[config.mk]
export PLATFORM = sky130hd
export DESIGN_NAME = muldiv_sequencer_flat
export DESIGN_NICKNAME = d
export VERILOG_FILES = /design/src/rtl/cpu54_pkg.sv /design/src/rtl/muldiv_sequencer_if.sv /design/src/rtl/muldiv_sequencer_decode.sv /design/src/rtl/muldiv_sequencer.sv /design/src/flat_wrapper.sv
export SDC_FILE = /design/constraint.sdc
export NUM_CORES = 1
export LEC_CHECK = 0
export CORE_ASPECT_RATIO = 1.25
export CORE_UTILIZATION = 36
export DETAILED_ROUTE_END_ITERATION = 10
export GPL_ROUTABILITY_DRIVEN = 0
export GPL_TIMING_DRIVEN = 0
export PLACE_DENSITY_LB_ADDON = 0.08
export REMOVE_ABC_BUFFERS = 1
export SLEW_MARGIN = 20
export SYNTH_ARGS = -nofsm -noshare
export SYNTH_HDL_FRONTEND = slang
export SYNTH_HIERARCHICAL = 1
export SYNTH_SLANG_ARGS = --single-unit
[constraint.sdc]
create_clock -name clk -period 3 [get_ports clk]
set_input_delay 0.75 -clock clk [delete_from_list [all_inputs] [get_ports clk]]
set_output_delay 0.75 -clock clk [all_outputs]
set_load 0.05 [all_outputs]
[src/rtl/cpu54_pkg.sv]
// Shared definitions for the 54-instruction pipeline's HI/LO machinery:
// the SPECIAL opcode, the HI/LO func codes, the instruction class and
// the multiply/divide sequencer state encoding.
package cpu54_pkg;

  localparam logic [5:0] OP_SPECIAL = 6'h00;

  localparam logic [5:0] FUNC_MFHI  = 6'h10;
  localparam logic [5:0] FUNC_MTHI  = 6'h11;
  localparam logic [5:0] FUNC_MFLO  = 6'h12;
  localparam logic [5:0] FUNC_MTLO  = 6'h13;
  localparam logic [5:0] FUNC_MULT  = 6'h18;
  localparam logic [5:0] FUNC_MULTU = 6'h19;
  localparam logic [5:0] FUNC_DIV   = 6'h1A;
  localparam logic [5:0] FUNC_DIVU  = 6'h1B;

  typedef enum logic [2:0] {
    CLS_NONE,
    CLS_MUL,
    CLS_DIV,
    CLS_MFHI,
    CLS_MFLO,
    CLS_MTHI,
    CLS_MTLO
  } hilo_cls_e;

  typedef enum logic [1:0] {
    ST_IDLE,
    ST_MUL_WAIT,
    ST_DIV_WAIT
  } seq_state_e;

endpackage

[src/rtl/muldiv_sequencer_if.sv]
// Bus between the HI/LO sequencer and the multiply/divide units.
// master: sequencer (drives operands, start pulses, signed flags).
// slave : units (return product, divider completion, quotient, remainder).
interface muldiv_sequencer_if;
  logic [31:0] op_a;
  logic [31:0] op_b;
  logic        mul_start;
  logic        mul_signed;
  logic [63:0] mul_result;
  logic        div_start;
  logic        div_signed;
  logic        div_done;
  logic [31:0] div_quot;
  logic [31:0] div_rem;

  modport master (
    output op_a, op_b, mul_start, mul_signed, div_start, div_signed,
    input  mul_result, div_done, div_quot, div_rem
  );

  modport slave (
    input  op_a, op_b, mul_start, mul_signed, div_start, div_signed,
    output mul_result, div_done, div_quot, div_rem
  );
endinterface

[src/rtl/muldiv_sequencer_decode.sv]
// Combinational classifier for HI/LO instructions in the ID stage.
// Ports: id_valid/id_op/id_func in; cls (hilo_cls_e) and is_signed out.
// An invalid ID slot always classifies as CLS_NONE.
module muldiv_decode
  import cpu54_pkg::*;
(
  input  logic      id_valid,
  input  logic [5:0] id_op,
  input  logic [5:0] id_func,
  output hilo_cls_e cls,
  output logic      is_signed
);

  always_comb begin
    cls       = CLS_NONE;
    is_signed = 1'b0;
    if (id_valid && (id_op == OP_SPECIAL)) begin
      case (id_func)
        FUNC_MULT:  begin cls = CLS_MUL; is_signed = 1'b1; end
        FUNC_MULTU: begin cls = CLS_MUL; end
        FUNC_DIV:   begin cls = CLS_DIV; is_signed = 1'b1; end
        FUNC_DIVU:  begin cls = CLS_DIV; end
        FUNC_MFHI:  cls = CLS_MFHI;
        FUNC_MFLO:  cls = CLS_MFLO;
        FUNC_MTHI:  cls = CLS_MTHI;
        FUNC_MTLO:  cls = CLS_MTLO;
        default:    cls = CLS_NONE;
      endcase
    end
  end

endmodule

[src/rtl/muldiv_sequencer.sv]
// Multiply/divide sequencer: issues MULT(U)/DIV(U) to the units, owns HI/LO.
// Ports: clk, rst_n (sync, active-low); ID inputs id_valid/id_op/id_func/
// rs_val/rt_val; stall (comb); unit bus (master); div_by_zero; hi_out/lo_out.
module muldiv_sequencer
  import cpu54_pkg::*;
#(
  parameter int unsigned MUL_LATENCY = 4
) (
  input  logic                clk,
  input  logic                rst_n,
  input  logic                id_valid,
  input  logic [5:0]          id_op,
  input  logic [5:0]          id_func,
  input  logic [31:0]         rs_val,
  input  logic [31:0]         rt_val,
  output logic                stall,
  muldiv_sequencer_if.master  unit,
  output logic                div_by_zero,
  output logic [31:0]         hi_out,
  output logic [31:0]         lo_out
);

  hilo_cls_e  cls;
  logic       is_signed;

  seq_state_e state, state_nxt;
  logic [3:0] cnt, cnt_nxt;
  logic [31:0] hi_q, hi_nxt, lo_q, lo_nxt;
  logic [31:0] op_a_q, op_a_nxt, op_b_q, op_b_nxt;
  logic       mul_start_q, mul_start_nxt, mul_signed_q, mul_signed_nxt;
  logic       div_start_q, div_start_nxt, div_signed_q, div_signed_nxt;
  logic       dbz_q, dbz_nxt;

  muldiv_decode u_decode (
    .id_valid  (id_valid),
    .id_op     (id_op),
    .id_func   (id_func),
    .cls       (cls),
    .is_signed (is_signed)
  );

  // Only HI/LO instructions wait for a busy unit; everything else flows.
  assign stall = (state != ST_IDLE) && (cls != CLS_NONE);

  always_comb begin
    state_nxt      = state;
    cnt_nxt        = cnt;
    hi_nxt         = hi_q;
    lo_nxt         = lo_q;
    op_a_nxt       = op_a_q;
    op_b_nxt       = op_b_q;
    mul_signed_nxt = mul_signed_q;
    div_signed_nxt = div_signed_q;
    mul_start_nxt  = 1'b0;
    div_start_nxt  = 1'b0;
    dbz_nxt        = 1'b0;

    case (state)
      ST_IDLE: begin
        case (cls)
          CLS_MUL: begin
            op_a_nxt       = rs_val;
            op_b_nxt       = rt_val;
            mul_signed_nxt = is_signed;
            mul_start_nxt  = 1'b1;
            cnt_nxt        = 4'(MUL_LATENCY);
            state_nxt      = ST_MUL_WAIT;
          end
          CLS_DIV: begin
            // A zero divisor never reaches the divider; HI/LO stay put.
            if (rt_val == 32'd0) begin
              dbz_nxt = 1'b1;
            end else begin
              op_a_nxt       = rs_val;
              op_b_nxt       = rt_val;
              div_signed_nxt = is_signed;
              div_start_nxt  = 1'b1;
              state_nxt      = ST_DIV_WAIT;
            end
          end
          CLS_MTHI: hi_nxt = rs_val;
          CLS_MTLO: lo_nxt = rs_val;
          default: ;
        endcase
      end
      ST_MUL_WAIT: begin
        // cnt counts edges left; the product is sampled on the cnt==1 edge.
        cnt_nxt = cnt - 4'd1;
        if (cnt == 4'd1) begin
          hi_nxt    = unit.mul_result[63:32];
          lo_nxt    = unit.mul_result[31:0];
          state_nxt = ST_IDLE;
        end
      end
      ST_DIV_WAIT: begin
        if (unit.div_done) begin
          hi_nxt    = unit.div_rem;
          lo_nxt    = unit.div_quot;
          state_nxt = ST_IDLE;
        end
      end
      default: state_nxt = ST_IDLE;
    endcase
  end

  always_ff @(posedge clk) begin
    if (!rst_n) begin
      state        <= ST_IDLE;
      cnt          <= 4'd0;
      hi_q         <= 32'd0;
      lo_q         <= 32'd0;
      op_a_q       <= 32'd0;
      op_b_q       <= 32'd0;
      mul_signed_q <= 1'b0;
      div_signed_q <= 1'b0;
      mul_start_q  <= 1'b0;
      div_start_q  <= 1'b0;
      dbz_q        <= 1'b0;
    end else begin
      state        <= state_nxt;
      cnt          <= cnt_nxt;
      hi_q         <= hi_nxt;
      lo_q         <= lo_nxt;
      op_a_q       <= op_a_nxt;
      op_b_q       <= op_b_nxt;
      mul_signed_q <= mul_signed_nxt;
      div_signed_q <= div_signed_nxt;
      mul_start_q  <= mul_start_nxt;
      div_start_q  <= div_start_nxt;
      dbz_q        <= dbz_nxt;
    end
  end

  assign unit.op_a       = op_a_q;
  assign unit.op_b       = op_b_q;
  assign unit.mul_start  = mul_start_q;
  assign unit.mul_signed = mul_signed_q;
  assign unit.div_start  = div_start_q;
  assign unit.div_signed = div_signed_q;
  assign div_by_zero     = dbz_q;
  assign hi_out          = hi_q;
  assign lo_out          = lo_q;

endmodule

[src/flat_wrapper.sv]
// flat-port wrapper written by rule: the top's interface ports become plain ports
module muldiv_sequencer_flat import cpu54_pkg::*;
#(
  parameter int unsigned MUL_LATENCY = 4
)
  (clk, rst_n, id_valid, id_op, id_func, rs_val, rt_val, stall, div_by_zero, hi_out, lo_out, unit_op_a, unit_op_b, unit_mul_start, unit_mul_signed, unit_div_start, unit_div_signed, unit_mul_result, unit_div_done, unit_div_quot, unit_div_rem);
  muldiv_sequencer_if unit_i ();
  input  logic clk;
  input  logic rst_n;
  input  logic id_valid;
  input  logic [5:0] id_op;
  input  logic [5:0] id_func;
  input  logic [31:0] rs_val;
  input  logic [31:0] rt_val;
  output logic stall;
  output logic div_by_zero;
  output logic [31:0] hi_out;
  output logic [31:0] lo_out;
  output wire logic [$bits(unit_i.op_a)-1:0] unit_op_a;
  output wire logic [$bits(unit_i.op_b)-1:0] unit_op_b;
  output wire logic [$bits(unit_i.mul_start)-1:0] unit_mul_start;
  output wire logic [$bits(unit_i.mul_signed)-1:0] unit_mul_signed;
  output wire logic [$bits(unit_i.div_start)-1:0] unit_div_start;
  output wire logic [$bits(unit_i.div_signed)-1:0] unit_div_signed;
  input wire logic [$bits(unit_i.mul_result)-1:0] unit_mul_result;
  input wire logic [$bits(unit_i.div_done)-1:0] unit_div_done;
  input wire logic [$bits(unit_i.div_quot)-1:0] unit_div_quot;
  input wire logic [$bits(unit_i.div_rem)-1:0] unit_div_rem;
  assign unit_op_a = unit_i.op_a;
  assign unit_op_b = unit_i.op_b;
  assign unit_mul_start = unit_i.mul_start;
  assign unit_mul_signed = unit_i.mul_signed;
  assign unit_div_start = unit_i.div_start;
  assign unit_div_signed = unit_i.div_signed;
  assign unit_i.mul_result = unit_mul_result;
  assign unit_i.div_done = unit_div_done;
  assign unit_i.div_quot = unit_div_quot;
  assign unit_i.div_rem = unit_div_rem;
  muldiv_sequencer #(.MUL_LATENCY(MUL_LATENCY)) u_core (.clk(clk), .rst_n(rst_n), .id_valid(id_valid), .id_op(id_op), .id_func(id_func), .rs_val(rs_val), .rt_val(rt_val), .stall(stall), .unit(unit_i), .div_by_zero(div_by_zero), .hi_out(hi_out), .lo_out(lo_out));
endmodule
======== Yosys cells after proc, flatten, opt, wreduce, memory -nomap -nowiden ========
Index checks and enable logic that the tools add are counted.
cells by class
  add/sub/neg operators ................... 1
  equality and inequality tests ........... 23
  mux-type cells .......................... 26
  bitwise gates (word level) .............. 1
  reductions and logical operators ........ 22
operators by type and width
  operator                                                                number
  32-bit 2-to-1 mux                                                       8
  32-bit case mux with 3 select lines                                     2
  32-bit case mux with 2 select lines                                     2
  6-bit by 5-bit equality test with 1-bit output (second input constant)  8
  32-bit logical NOT                                                      1
  3-bit case mux with 6 select lines                                      1
  4-bit AND reduction                                                     3
  2-bit inequality test (second input constant)                           5
  3-bit AND reduction                                                     3
  4-bit case mux with 2 select lines                                      1
  3-bit equality test (second input constant)                             2
  6-bit logical NOT                                                       1
  2-bit 2-to-1 mux                                                        3
  3-bit inequality test (second input constant)                           2
  2-bit case mux with 3 select lines                                      1
  2-bit AND reduction                                                     3
  2-bit nonzero test                                                      3
  3-bit nonzero test                                                      2
  2-bit OR reduction                                                      3
  1-bit 2-to-1 mux                                                        5
  4-bit by 1-bit equality test with 1-bit output (second input constant)  1
  4-bit 2-to-1 mux                                                        1
  2-bit case mux with 2 select lines                                      1
  4-bit by 1-bit subtractor with 4-bit output (second input constant)     1
  other kinds (9)                                                         10
word-level totals
  register bits after elaboration ......... 139
  input bits .............................. 208
  output and inout bits ................... 134
  word-level logic and storage cells ...... 84

======== Depth between registers and ports, before layout ========
Gate-level depths: netlist of the first run.
  depth in word-level cells ............... 7
  gate-level depth with buffers ........... 9
  depth with buffers taken out ............ 6

======== Modules after synthesis ========
The synthesis of the first run kept the hierarchy.
by module, submodules not included
  module            times used  cells each  area each (sq um)  seq. area each (sq um)
  muldiv_sequencer  1           749         6,591.3            2,782.7
  muldiv_decode     1           11          82.6               0.0

======== Least setup slack after synthesis of the first run ========
OpenSTA, ideal clock, no wires.
  path type ............................... input to output
  start ................................... input port id_op[0]
  end ..................................... output port stall
  arrival time ............................ 2,807 ps
  required time ........................... 2,250 ps
  path slack .............................. -557 ps
  cell stages on the path ................. 4
  path buffers ............................ 0
  path through ............................ or4_1 -> nor4_1 -> nor3_1 -> nor2_1
between the ends
  longest elaborated chain between the ends .. 5
RTL lines
  what                     RTL line                       source
  start, declared          flat_wrapper.sv:11             input logic [5:0] id_op;
  6-bit logical NOT        muldiv_sequencer_decode.sv:17  if (id_valid && (id_op == OP_SPECIAL)) begin
  1-bit logical AND        muldiv_sequencer_decode.sv:17
  3-bit 2-to-1 mux         muldiv_sequencer_decode.sv:17
  named net u_core.cls[2]  muldiv_sequencer.sv:23         hilo_cls_e cls;
  3-bit nonzero test       muldiv_sequencer.sv:43         assign stall = (state != ST_IDLE) && (cls != CLS_NONE);
  1-bit logical AND        muldiv_sequencer.sv:43
  end, declared            flat_wrapper.sv:15             output logic stall;
The timed path passes the listed nets, and every way through them passes these cells.

======== Final worst setup path of the first run ========
  start ................................... input port id_func[5]
  end ..................................... output port stall
between the ends
  longest elaborated chain between the ends .. 6
  elaborated cells between the ends (all ways) .. 14
  classes of those cells .................. eq/ne (8); mux (2); reduce/logical (4)
RTL lines
  what                                            RTL line                       source
  start, declared                                 flat_wrapper.sv:12             input logic [5:0] id_func;
  6-bit by 5-bit equality test with 1-bit output  muldiv_sequencer_decode.sv:18  case (id_func)
  2-bit OR reduction (no source line)             --
  3-bit case mux with 6 select lines *            muldiv_sequencer_decode.sv:18
  3-bit 2-to-1 mux *                              muldiv_sequencer_decode.sv:17
  named net u_core.cls[0]                         muldiv_sequencer.sv:23
  3-bit nonzero test *                            muldiv_sequencer.sv:43
  1-bit logical AND *                             muldiv_sequencer.sv:43
The timed path passes the listed nets; every way through them passes the cells marked *.

==> reports/qor.yml, run 1 <==
synth-seq-cells: 139
die_x_um: 124
cts_num_sinks: 139
clk_pin_slew_ns: 0.06
dpl.hpwl_um: 16700
met1_length_um: 10300
mostFrequentLayoutCells: "clkdlybuf4s50_1, dfxtp_1, nand2_1"
synth.distinct_cells: 47
synth_warnings: 6
drive_above_1_share_pct: 9.40
synthTopCellsByArea: "dfxtp_1, a22oi_1, a211o_1, nand2_1, a21oi_1"
nFillCells: 1587
highest_layer: "met4"
ant_nets: 0
relSlewSlack_pct: 46.0
num-nets-final: 1285
ir_drop_mv: 0.325
cts_tree: "done"
dr_wl_met3_um: 1920
setup_viol: 0
fmax_mhz: 337
antenna_cells: 0
end_kind: "output pin"
slowest_stage: "or4b_4"
synth_ff_type: "dfxtp_1"
combPwrFrac_pct: 14.9
power.share.sequential_pct: 37.8
cp_cell_sequence: "buf_6 > or4b_4 > buf_6 > nor4_4 > nor3_1 > nor2_1 > buf_6"
grt_max_degree: 66
overflow: 0
root_buffer: "clkbuf_16"
post-route-period-util_pct: 99.0
drt_iter0_drc: 479
finalMaxSlewViolations: 0
cts_max_level: 4
synth_cells: 760
finalClockSkew_ns: 0.0101
rr_endpoint: "u_core/hi_out[5]"
p_int_uw: 3730
start_kind: "primary input"
yosysTopAreaCell: "dfxtp_1"
slowest_delay_ns: 0.57
endpoint: "stall"
grt_pass1_vias: 7031
hp-class: "flop to flop"
status: "complete, no violations"
p_total_uw: 4940
critPathMostFrequentCell: "buf_6"
synth-edff-count: 0
track_usage_pct: 26.1
cts_inserted_buffers: 17
rsz0062_at_grt: "true"
seq_area_frac_synth_pct: 41.7
power_switching_uw: 1210
crit-reg2reg-launch: "u_core/state[0]"
hold_start: "u_core/lo_out[3]"
avgViaCountPerCell: 5.78
layout_min_cycle_time_ns: 2.97
rows: 55
swShare_pct: 24.5
startpoint: "id_func[5]"
p_leak_uw: 0.00369
insertion_delay_ns: 0.42
routedWlPerCell_um: 20.2
cap_violations: 0
coreArea_um2: 18100
p_per_area_nw_per_um2: 434
die_h_um: 154
netlist.area_leader.share_pct: 41.7
antenna_found_initial: 0
dieArea_um2: 19100
area.growth.synth_to_final_pct: 70.4
cp.arrival_ns: 2.22
syn_avg_cell_area_um2: 8.78
crit_required_ns: 2.25
final.setup.tns_ns: 0
async_flop_share_pct: 0
r2r_setup_slack_ns: 0.31
critPathKind: "primary input to output pin"
hold_viol: 0
holdBufCountCts: 0
worst_pin_slew_ns: 0.808
cts_max_path_buffers: 2
initial_core_util_pct: 36.9
final_common_cell: "clkdlybuf4s50_1"
top_level_ports: 342
grt_pass1_wl_um: 38100
port-buffer-count: 341
num_vias: 7589
drc: 0
wl_met2_um: 13600
synth.cell_area_um2: 6670
path_max_fanout: 4
dr.pass1.iters: 5
reg2reg_depth: 8
power.share.clock_pct: 47.3
drt-total-wl_um: 26500
==> through the flow <==
stage          setup slack, ns  utilization (%)  instances  area [um^2]  hold WS, ns
5_1_grt                -0.0253             62.8       1313        11400        0.471
3_3_place_gp             -2.76             55.4       1249        10000        0.441
2_1_floorplan            -1.05                -        680         6330        0.458
6_report                0.0293             62.8       1313        11400        0.451
4_1_cts                0.00715             62.2       1309        11200        0.454
3_5_place_dp             -1.55             57.2       1259        10400        0.446
==> sequential cells by signal, indices dropped and copies added (netlist names) <==
| signal | count |
|---|---|
| u_core/cnt | 4 |
| u_core/div_by_zero | 1 |
| u_core/hi_out | 32 |
| u_core/lo_out | 32 |
| u_core/state | 2 |
| u_core/unit.div_signed | 1 |
| u_core/unit.div_start | 1 |
| u_core/unit.mul_signed | 1 |
| u_core/unit.mul_start | 1 |
| u_core/unit.op_a | 32 |
| u_core/unit.op_b | 32 |
==> metal layers <==
layer	track usage, %	up-vias
met2	45.7	310
li1	-	3592
met3	6.82	47
met4	9.41	0
met5	0	-
met1	30.0	3640
==> critical path: cells and delay by family <==
family | cells | cell delay [ns]
AND/OR/NAND/NOR | 4 | 1.06
buffers and inverters | 3 | 0.41
==> power groups by stage <==
stage	logic, uW	registers (uW)	clock network (uW)
2_1_floorplan	231	1950	0
3_3_place_gp	673	1910	0
3_5_place_dp	707	1910	0
4_1_cts	722	1870	2370
5_1_grt	791	1870	2470
6_report	734	1870	2340
==> cell families (layout without fill, tap and decap cells) <==
kind of cell,Yosys count,count (layout),synth area share (%)
and+or+nand+nor,177,182,11.9
adders and majority gates,5,5,0.937
AOI/OAI and AO/OA,348,350,39.4
muxes,2,2,0.300
DFF,139,139,41.7
xor gates and xnor gates,1,1,0.131
buffers and inverters,88,406,5.62
==> cells in the mapped netlist, types with 2 or more instances <==
cell           number
dlygate4sd1_1       3
nor4_1             11
a21oi_1            70
nand2b_1            5
ha_1                5
clkbuf_1           66
o221ai_2            2
a211o_1            64
o221ai_1           32
dfxtp_1           139
mux2i_1             2
buf_2               6
nor3_1              3
o211ai_1           35
nor3b_1             2
a22o_1             33
nor2_1             37
nand2_1           102
inv_1               7
and4b_1             2
buf_6               3
or4_1               2
o21ai_1             4
a22oi_1            96
o21ai_0             2
o21bai_1            2
buf_1               2
nand4_2             2
or2_1               3
==> area by class of cell <==
cell class              count  area [um^2]  share of cell area [%]
inverters                   8         35.0                   0.308
clock inverters            14          219                    1.93
multi-input cells         540         3850                    33.9
flip-flops and latches    139         2780                    24.5
well taps                 228          285                    2.51
clock buffers              18          439                    3.86
repair buffers            366         3760                    33.1
==> how the worst min path moves through the flow <==
stage | endpoint | slack [ns] | cells past startpoint
final | u_core/lo_out[3] | 0.45 | 2
after global routing | u_core/unit.mul_signed | 0.47 | 2
after CTS | u_core/hi_out[29] | 0.45 | 2
after detailed placement | u_core/hi_out[29] | 0.45 | 2
after global placement | u_core/hi_out[13] | 0.44 | 2
after floorplan | u_core/cnt[3] | 0.46 | 2
==> timing repair <==
action	4_1_cts	5_1_grt
resized for setup	39	18
endpoints found under the setup margin	139	79
cloned	5	2
hold endpoints to repair	0	0
buffers inserted	13	2
pin swaps	14	7
Power figures use the tool's default switching activity.
==> inputs of run 2 (changes only) <==
--- a/config.mk
+++ b/config.mk
@@ -10,7 +10,7 @@
 export DETAILED_ROUTE_END_ITERATION = 10
 export GPL_ROUTABILITY_DRIVEN = 0
 export GPL_TIMING_DRIVEN = 0
-export PLACE_DENSITY_LB_ADDON = 0.08
+export PLACE_DENSITY_LB_ADDON = 0.3
 export REMOVE_ABC_BUFFERS = 1
 export SLEW_MARGIN = 20
 export SYNTH_ARGS = -nofsm -noshare
==> run 2 against run 1 <==
The run now ends with negative setup slack left; design area fell by 0.52%; clock skew rose by 0.00050 ns; setup slack got worse by 0.072 ns; worst hold slack improved by 0.0011 ns; die area did not move; count of clock-buffer cells in the layout rose by 2; global-route usage rose by 0.77 points; first-iteration DRC count rose by 0.21%; sequential share of layout area rose by 0.13 points; critical path depth fell by 1; register-to-register slack improved by 0.12 ns; critical endpoint unchanged.
==> reports/qor.yml, run 2 (synthesis results as in run 1) <==
status: "complete, but fails checks"
violations: "negative setup slack"
place_ws_ns: -1.68
dr_wl_met3_um: 1780
cts_max_level: 4
cts_inserted_buffers: 17
coreArea_um2: 18100
finalMaxSlewViolations: 0
grt_max_degree: 70
hold_viol: 0
reg2reg_depth: 7
post-route-period-util_pct: 101
wl_met2_um: 13300
drt-total-wl_um: 26000
layout_setup_ws_ns: -0.0427
crit-reg2reg-launch: "u_core/state[1]"
root_buffer: "clkbuf_16"
hold_path_end: "u_core/lo_out[6]"
rsz0062_at_grt: "true"
area.growth.synth_to_final_pct: 69.5
hold_depth: 2
insertion_delay_ns: 0.42
rows: 55
post-route-cell-area_um2: 11300
track_usage_pct: 26.9
cts_max_path_buffers: 2
die_h_um: 154
cp.arrival_ns: 2.29
dpl.hpwl_um: 16700
overflow: 0
worst_pin_slew_ns: 0.801
grt_pass1_wl_um: 39500
dieArea_um2: 19100
ir_drop_mv: 0.346
final_core_util_pct: 62.5
grt_pass1_vias: 7189
routedWlPerCell_um: 19.9
avgViaCountPerCell: 5.74
path_max_fanout: 3
clk_pin_slew_ns: 0.06
hold_ws_ns: 0.452
dp_cells: 1259
num_vias: 7523
final_cells: 1310
highest_layer: "met4"
drt_iter0_drc: 480
top_level_ports: 342
start_kind: "primary input"
mostFrequentLayoutCells: "clkdlybuf4s50_1, dfxtp_1, nand2_1"
drive_above_1_share_pct: 8.41
num-nets-final: 1283
placed_area_um2: 10300
holdBufCountCts: 0
layout_min_cycle_time_ns: 3.04
crit_required_ns: 2.25
cts_num_sinks: 139
r2r_setup_slack_ns: 0.43
final_common_cell: "clkdlybuf4s50_1"
port-buffer-count: 341
finalClockSkew_ns: 0.0106
critPathKind: "primary input to output pin"
p_per_area_nw_per_um2: 428
dr.pass1.iters: 5
drc: 0
initial_core_util_pct: 36.9
hold_start: "u_core/lo_out[6]"
cts_tree: "done"
nFillCells: 1546
setup_viol: 1
antenna_cells: 0
met1_length_um: 10300
cap_violations: 0
hp-class: "flop to flop"
antenna_found_initial: 0
fmax_mhz: 329
ant_nets: 0
end_kind: "output pin"
die_x_um: 124
relSlewSlack_pct: 46.5
p_leak_uw: 0.00368
rr_endpoint: "u_core/hi_out[31]"
==> run 2: changes by cell type in the layout (fill, tap and decap cells not counted), sizes merged <==
cell           previous run  this run
clkdlybuf4s15             3         6
and4bb                    3         2
dlygate4sd2               4         5
clkinvlp                  5         2
bufinv                    5         4
nor2                     39        38
o221ai                   36        34
clkinv                    3         4
==> run 2: worst max-delay path by stage <==
stage | slack (ns) | to | cells past startpoint | startpoint
6_report | -0.04 | stall | 6 | id_op[5]
5_1_grt | -0.09 | stall | 7 | id_op[1]
4_1_cts | 0.005 | stall | 6 | id_op[1]
3_5_place_dp | -1.68 | u_core/unit.op_b[4] | 8 | id_op[0]
3_3_place_gp | -2.59 | u_core/lo_out[3] | 7 | id_op[0]
2_1_floorplan | -1.05 | u_core/lo_out[9] | 6 | id_op[0]
==> run 2: area by class of cell <==
type                       instances  area (um^2)  share of cell area [%]
clock buffer                      20          457                    4.04
clock inverter                    11          168                    1.48
timing repair buffer             368         3780                    33.5
inverter                           8         32.5                   0.288
multi-input combinational        536         3800                    33.6
tap                              228          285                    2.52
sequential                       139         2780                    24.6
==> run 2: power by group <==
group          leakage [uW]  switching [uW]  internal (uW)
sequential          0.00112            7.43           1860
combinational       0.00226             364            373
clock              0.000302             811           1430
total               0.00368            1180           3660
==> run 2: critical path: stages <==
cell and delay [ns]:
clkdlybuf4s15_1 0.16, or4_4 0.60, a2111oi_4 0.36, nor3_1 0.10
nor2_1 0.14, buf_6 0.18
==> run 2: per-layer routing <==
metal,GRT usage [%],vias up
li1,-,3565
met1,32.2,3608
met2,46.0,309
met3,6.42,41
met4,9.52,0
met5,0,-
==> run 2: metrics by stage <==
stage	total power [uW]	TNS, ns
6_report	4850	-0.0427
2_1_floorplan	2180	-106.94
3_5_place_dp	2610	-171.19
4_1_cts	4870	0
3_3_place_gp	2570	-304.02
5_1_grt	5010	-0.233
==> run 2: repair_timing <==
action	CTS	global route
pin swaps	11	7
gates cloned	3	0
endpoints found under the setup margin	139	55
resized for setup	47	3
buffers inserted	9	8
